[src/rtl/id_ex_operand_stage.sv]
// ID/EX pipeline register with forwarding and operand selection.
// Feeds ALUControl/A/B to the ALU and carries mem/wb control onward.
module id_ex_operand_stage #(
  parameter int DATA_WIDTH     = 32,
  parameter int REG_ADDR_WIDTH = 5,
  parameter int CTRL_WIDTH     = 4
) (
  input  logic                      Clk,
  input  logic                      Reset,
  input  logic                      ID_Valid,
  input  logic [DATA_WIDTH-1:0]     ID_ReadData1,
  input  logic [DATA_WIDTH-1:0]     ID_ReadData2,
  input  logic [DATA_WIDTH-1:0]     ID_SignExtImm,
  input  logic [REG_ADDR_WIDTH-1:0] ID_Shamt,
  input  logic [REG_ADDR_WIDTH-1:0] ID_Rs,
  input  logic [REG_ADDR_WIDTH-1:0] ID_Rt,
  input  logic [REG_ADDR_WIDTH-1:0] ID_Rd,
  input  logic [CTRL_WIDTH-1:0]     ID_ALUControl,
  input  logic                      ID_ALUSrc,
  input  logic                      ID_ShiftSel,
  input  logic                      ID_RegDst,
  input  logic                      ID_RegWrite,
  input  logic                      ID_MemRead,
  input  logic                      ID_MemWrite,
  input  logic                      ID_MemToReg,
  input  logic                      Stall,
  input  logic                      Flush,
  input  logic                      MEM_RegWrite,
  input  logic [REG_ADDR_WIDTH-1:0] MEM_WriteReg,
  input  logic [DATA_WIDTH-1:0]     MEM_ALUResult,
  input  logic                      WB_RegWrite,
  input  logic [REG_ADDR_WIDTH-1:0] WB_WriteReg,
  input  logic [DATA_WIDTH-1:0]     WB_WriteData,
  output logic [CTRL_WIDTH-1:0]     EX_ALUControl,
  output logic [DATA_WIDTH-1:0]     EX_A,
  output logic [DATA_WIDTH-1:0]     EX_B,
  output logic [DATA_WIDTH-1:0]     EX_StoreData,
  output logic [REG_ADDR_WIDTH-1:0] EX_WriteReg,
  output logic                      EX_RegWrite,
  output logic                      EX_MemRead,
  output logic                      EX_MemWrite,
  output logic                      EX_MemToReg,
  output logic                      EX_Valid,
  output logic [1:0]                ForwardA,
  output logic [1:0]                ForwardB,
  output logic                      HazardStall
);

  typedef struct packed {
    logic                      valid;
    logic [DATA_WIDTH-1:0]     rd1;
    logic [DATA_WIDTH-1:0]     rd2;
    logic [DATA_WIDTH-1:0]     imm;
    logic [REG_ADDR_WIDTH-1:0] shamt;
    logic [REG_ADDR_WIDTH-1:0] rs;
    logic [REG_ADDR_WIDTH-1:0] rt;
    logic [REG_ADDR_WIDTH-1:0] wreg;
    logic [CTRL_WIDTH-1:0]     alu;
    logic                      alu_src;
    logic                      shift_sel;
    logic                      reg_write;
    logic                      mem_read;
    logic                      mem_write;
    logic                      mem_to_reg;
  } id_ex_t;

  localparam int PAD = DATA_WIDTH - REG_ADDR_WIDTH;

  id_ex_t q;
  id_ex_t cap;

  logic                  load_in_ex;
  logic                  rs_hit;
  logic                  rt_hit;
  logic                  bubble;
  logic                  mem_a;
  logic                  mem_b;
  logic                  wb_a;
  logic                  wb_b;
  logic [DATA_WIDTH-1:0] fwd_rs;
  logic [DATA_WIDTH-1:0] fwd_rt;

  always_comb begin
    cap            = '0;
    cap.valid      = ID_Valid;
    cap.rd1        = ID_ReadData1;
    cap.rd2        = ID_ReadData2;
    cap.imm        = ID_SignExtImm;
    cap.shamt      = ID_Shamt;
    cap.rs         = ID_Rs;
    cap.rt         = ID_Rt;
    cap.wreg       = ID_RegDst ? ID_Rd : ID_Rt;
    cap.alu        = ID_ALUControl;
    cap.alu_src    = ID_ALUSrc;
    cap.shift_sel  = ID_ShiftSel;
    cap.reg_write  = ID_RegWrite;
    cap.mem_read   = ID_MemRead;
    cap.mem_write  = ID_MemWrite;
    cap.mem_to_reg = ID_MemToReg;
  end

  // Rt is compared even for I-type users: conservative but safe.
  assign load_in_ex = q.valid & q.mem_read
                    & (q.wreg != '0);
  assign rs_hit = (ID_Rs == q.wreg);
  assign rt_hit = (ID_Rt == q.wreg);
  assign HazardStall = load_in_ex & ID_Valid
                     & (rs_hit | rt_hit);

  assign bubble = Flush | (~Stall & HazardStall);

  always_ff @(posedge Clk or posedge Reset) begin
    if (Reset) begin
      q <= '0;
    end else if (bubble) begin
      q <= '0;
    end else if (!Stall) begin
      q <= cap;
    end
  end

  assign mem_a = MEM_RegWrite & (MEM_WriteReg != '0)
               & (MEM_WriteReg == q.rs);
  assign mem_b = MEM_RegWrite & (MEM_WriteReg != '0)
               & (MEM_WriteReg == q.rt);
  assign wb_a  = WB_RegWrite & (WB_WriteReg != '0)
               & (WB_WriteReg == q.rs);
  assign wb_b  = WB_RegWrite & (WB_WriteReg != '0)
               & (WB_WriteReg == q.rt);

  // MEM is the younger producer, so it wins over WB.
  always_comb begin
    ForwardA = 2'b00;
    fwd_rs   = q.rd1;
    if (mem_a) begin
      ForwardA = 2'b10;
      fwd_rs   = MEM_ALUResult;
    end else if (wb_a) begin
      ForwardA = 2'b01;
      fwd_rs   = WB_WriteData;
    end
  end

  always_comb begin
    ForwardB = 2'b00;
    fwd_rt   = q.rd2;
    if (mem_b) begin
      ForwardB = 2'b10;
      fwd_rt   = MEM_ALUResult;
    end else if (wb_b) begin
      ForwardB = 2'b01;
      fwd_rt   = WB_WriteData;
    end
  end

  always_comb begin
    EX_A = fwd_rs;
    EX_B = q.alu_src ? q.imm : fwd_rt;
    if (q.shift_sel) begin
      EX_A = fwd_rt;
      EX_B = {{PAD{1'b0}}, q.shamt};
    end
  end

  assign EX_StoreData  = fwd_rt;
  assign EX_ALUControl = q.alu;
  assign EX_WriteReg   = q.wreg;
  assign EX_RegWrite   = q.reg_write;
  assign EX_MemRead    = q.mem_read;
  assign EX_MemWrite   = q.mem_write;
  assign EX_MemToReg   = q.mem_to_reg;
  assign EX_Valid      = q.valid;

endmodule

[config.mk]
export PLATFORM = sky130hd
export DESIGN_NAME = id_ex_operand_stage
export DESIGN_NICKNAME = d
export VERILOG_FILES = /design/src/rtl/id_ex_operand_stage.sv
export SDC_FILE = /design/constraint.sdc
export NUM_CORES = 1
export LEC_CHECK = 0
export ABC_AREA = 1
export CORE_ASPECT_RATIO = 1.75
export CORE_MARGIN = 4
export CORE_UTILIZATION = 45
export DETAILED_ROUTE_END_ITERATION = 7
export MAX_ROUTING_LAYER = met4
export PLACE_DENSITY = 0.82
export SLEW_MARGIN = 20
export SYNTH_ARGS = -nofsm -noshare
export SYNTH_HDL_FRONTEND = slang
export SYNTH_SLANG_ARGS = --single-unit
[constraint.sdc]
create_clock -name Clk -period 5.5 [get_ports Clk]
set_input_delay 1.375 -clock Clk [delete_from_list [all_inputs] [get_ports Clk]]
set_output_delay 1.375 -clock Clk [all_outputs]
set_load 0.05 [all_outputs]
==> results.ini <==
[power_and_ir_drop]
total_power_w = 0.00332
irDropWorstVdd_uv = 164
power_leakage_nw = 6.14
power.density_mw_per_mm2 = 274

[global_route]
grt_first_pass_wirelength_um = 52500
grt_use_total_pct = 32.6
grt_pass1_vias = 9551
overflow = 0
grt_max_degree = 113
antenna_found_initial = 10

[synth]
synth.top_cell.area_share_pct = 38.1
syn_area_per_cell_um2 = 6.63
synth_edf_count = 0
synthTopCellsByArea = dfrtp_1, nand2_1, nand3_1, o21ai_0, inv_1
ys.flop_type = dfrtp_1
ys_seq_elements = 127
yosysSeqAreaShare_pct = 38.1
synth_warnings = 0
syn_inst = 1257
synth.distinct_cells = 31
yosys.area.top_type = dfrtp_1
synth.net_count = 1465
synth_area_mm2 = 0.00834
ys_async_sr_fraction_pct = 100

[setup_path]
setup.worst_path.class = input pin to output pin
end_kind = output pin
reg2regPathDepth = 8
worstSetupStartpointType = input pin
worstPathCellList = clkdlybuf4s50_1, xnor2_1, nand2_1, nor2_2, nand3b_4, inv_2, buf_12, nand2_1, nand2_1, nand2_1, nand2_1, buf_4
path_max_fanout = 30
path_depth = 12
critical_path_arrival_ns = 3.57
reg2reg_to = q[39]$_DFFE_PP0P_
r2r_start = EX_WriteReg[1]$_DFFE_PP0P_
cp_slowest_cell = clkdlybuf4s50_1
reg2reg_slack_ns = 3.23
path_buf_inv = 4
critPathRequiredTime_ns = 4.12
crit_end = EX_A[28]
startpoint = MEM_WriteReg[1]
critical_path.max_stage_delay_ns = 0.54
cp_common_cell = nand2_1
cp_top_family = buffers and inverters

[final_layout]
utilization_pct = 66.9
nFillCells = 1607
drive_gt1_share_pct = 11.8
final_area_mm2 = 0.0121
area_delta_synth_final_pct = 45.6
nets = 1726

[timing]
hold_viol_final = 0
tightest_slew_ns = 0.940
max_slew_margin_pct = 37.3
skew_ns = 0.00874
max_freq_ghz = 0.202
post-route-period-util_pct = 89.9
finalSetupTns_ns = 0
slew_viol_final = 0
setup_viol = 0
fin_crit_ns = 4.94
rsz0062_at_grt = false
whs_ns = 0.484

[clock_tree]
htreeDepth = 4
path_clk_slew_ns = 0.06
cts_buffers = 17
post-cts-setup-buffers = 0
cts_resized = 0
cts_buffer_depth = 2
cts-root-buf = clkbuf_16
insertion_delay_ns = 0.41
hold_buffers = 0
cts_tree = built
clock_sink_count = 127

[placement]
postPlaceCellArea_mm2 = 0.0115
port_buffers = 322
dpl.hpwl_um = 24300
place_congestion = 1.00

[floorplan]
core_area_mm2 = 0.0181
ios = 323
start_util_pct = 46.0
dieArea_mm2 = 0.0209
die_y_um = 188
die_w_um = 111
num_rows = 65

[route]
drt_iter0_markers = 778
first_pass_iters = 6
wl_per_cell_um = 19.0
viasPerCell = 5.37
num_vias = 9538
drt_wl_total_um = 33800
final_antenna_net_count = 0
drc = 0

[min_path]
hold_path_class = register to register
worstHoldStart = q[122]$_DFFE_PP0P_
hold_path_depth = 2

[job]
cap_violations = 0

[run_status]
outcome = completed

==> cell usage after synthesis, drive strengths merged (3+ instances only) <==
| library cell | count |
|---|---|
| nor2 | 17 |
| xor2 | 17 |
| or2 | 31 |
| o22ai | 43 |
| dfrtp | 127 |
| nand2 | 521 |
| o211ai | 6 |
| nor3 | 3 |
| buf | 52 |
| o21ai | 85 |
| clkbuf | 49 |
| xnor2 | 9 |
| a21oi | 34 |
| nand3 | 168 |
| inv | 93 |
==> worst min path at each step <==
stage	endpoint
after floorplan	q[25]$_DFFE_PP0P_
after global placement	q[97]$_DFFE_PP0P_
after detailed placement	q[109]$_DFFE_PP0P_
after CTS	q[109]$_DFFE_PP0P_
after global routing	q[122]$_DFFE_PP0P_
final	q[122]$_DFFE_PP0P_
==> worst reg2reg max path, delay by kind of cell (launching register included) <==
| kind | cells | cell delay [ns] |
|---|---|---|
| flops | 1 | 0.45 |
| compound gates | 1 | 0.14 |
| buf+inv | 1 | 0.46 |
| simple gates | 5 | 0.87 |
| xor+xnor | 1 | 0.19 |
==> metrics by stage <==
step	instances	setup WS, ns
6_report	1775	0.557
5_1_grt	1774	0.414
4_1_cts	1764	0.586
3_5_place_dp	1733	0.599
3_3_place_gp	1733	0.594
2_1_floorplan	1257	0.741
==> per-layer routing <==
metal,part of all wire [%],up-vias,GRT usage [%]
met5,0,-,-
met4,4.9,0,15.3
met3,7.0,103,5.23
met2,50,483,53.2
met1,38,4409,39.5
li1,-,4543,-
==> sequential cells by signal, indices dropped and copies added (netlist names) <==
register	flops
EX_ALUControl	4
EX_MemRead	1
EX_MemToReg	1
EX_MemWrite	1
EX_RegWrite	1
EX_Valid	1
EX_WriteReg	5
q	113
==> cells in the final DEF (no fill, tap or decap), drive strengths merged <==
cell,count
nand2,521
clkdlybuf4s50,223
nand3,168
dfrtp,127
buf,120
inv,92
o21ai,85
o22ai,43
a21oi,34
or2,31
clkbuf,20
xor2,17
nor2,17
diode,11
xnor2,9
o211ai,6
bufinv,5
clkinv,5
nor3,3
clkinvlp,2
nand4,1
nand3b,1
==> layout make-up <==
class	count	area (um^2)	area share, %
multi-input cells	936	4310	35.5
repair buffers	343	3340	27.5
flip-flops and latches	127	3180	26.2
clock buffers	20	447	3.68
inverters	93	355	2.93
well taps	234	293	2.41
clock inverters	11	189	1.56
diodes	11	27.5	0.227
==> cells by family (layout without fill, tap and decap cells) <==
logic type | after synthesis | count (layout) | synth area share, %
buffers and inverters | 194 | 467 | 10.5
DFF | 127 | 127 | 38.1
other | 0 | 11 | 0
xor gates and xnor gates | 26 | 26 | 2.73
AOI/OAI and AO/OA | 168 | 168 | 11.0
and+or+nand+nor | 742 | 742 | 37.7
==> power by group <==
| part | internal, W | switching [W] | total, W |
|---|---|---|---|
| combinational | 0.000385 | 0.000673 | 0.00106 |
| clock | 0.000812 | 0.000419 | 0.00123 |
| sequential | 0.000996 | 0.0000374 | 0.00103 |
No activity file was read; power rests on OpenSTA's default activity.
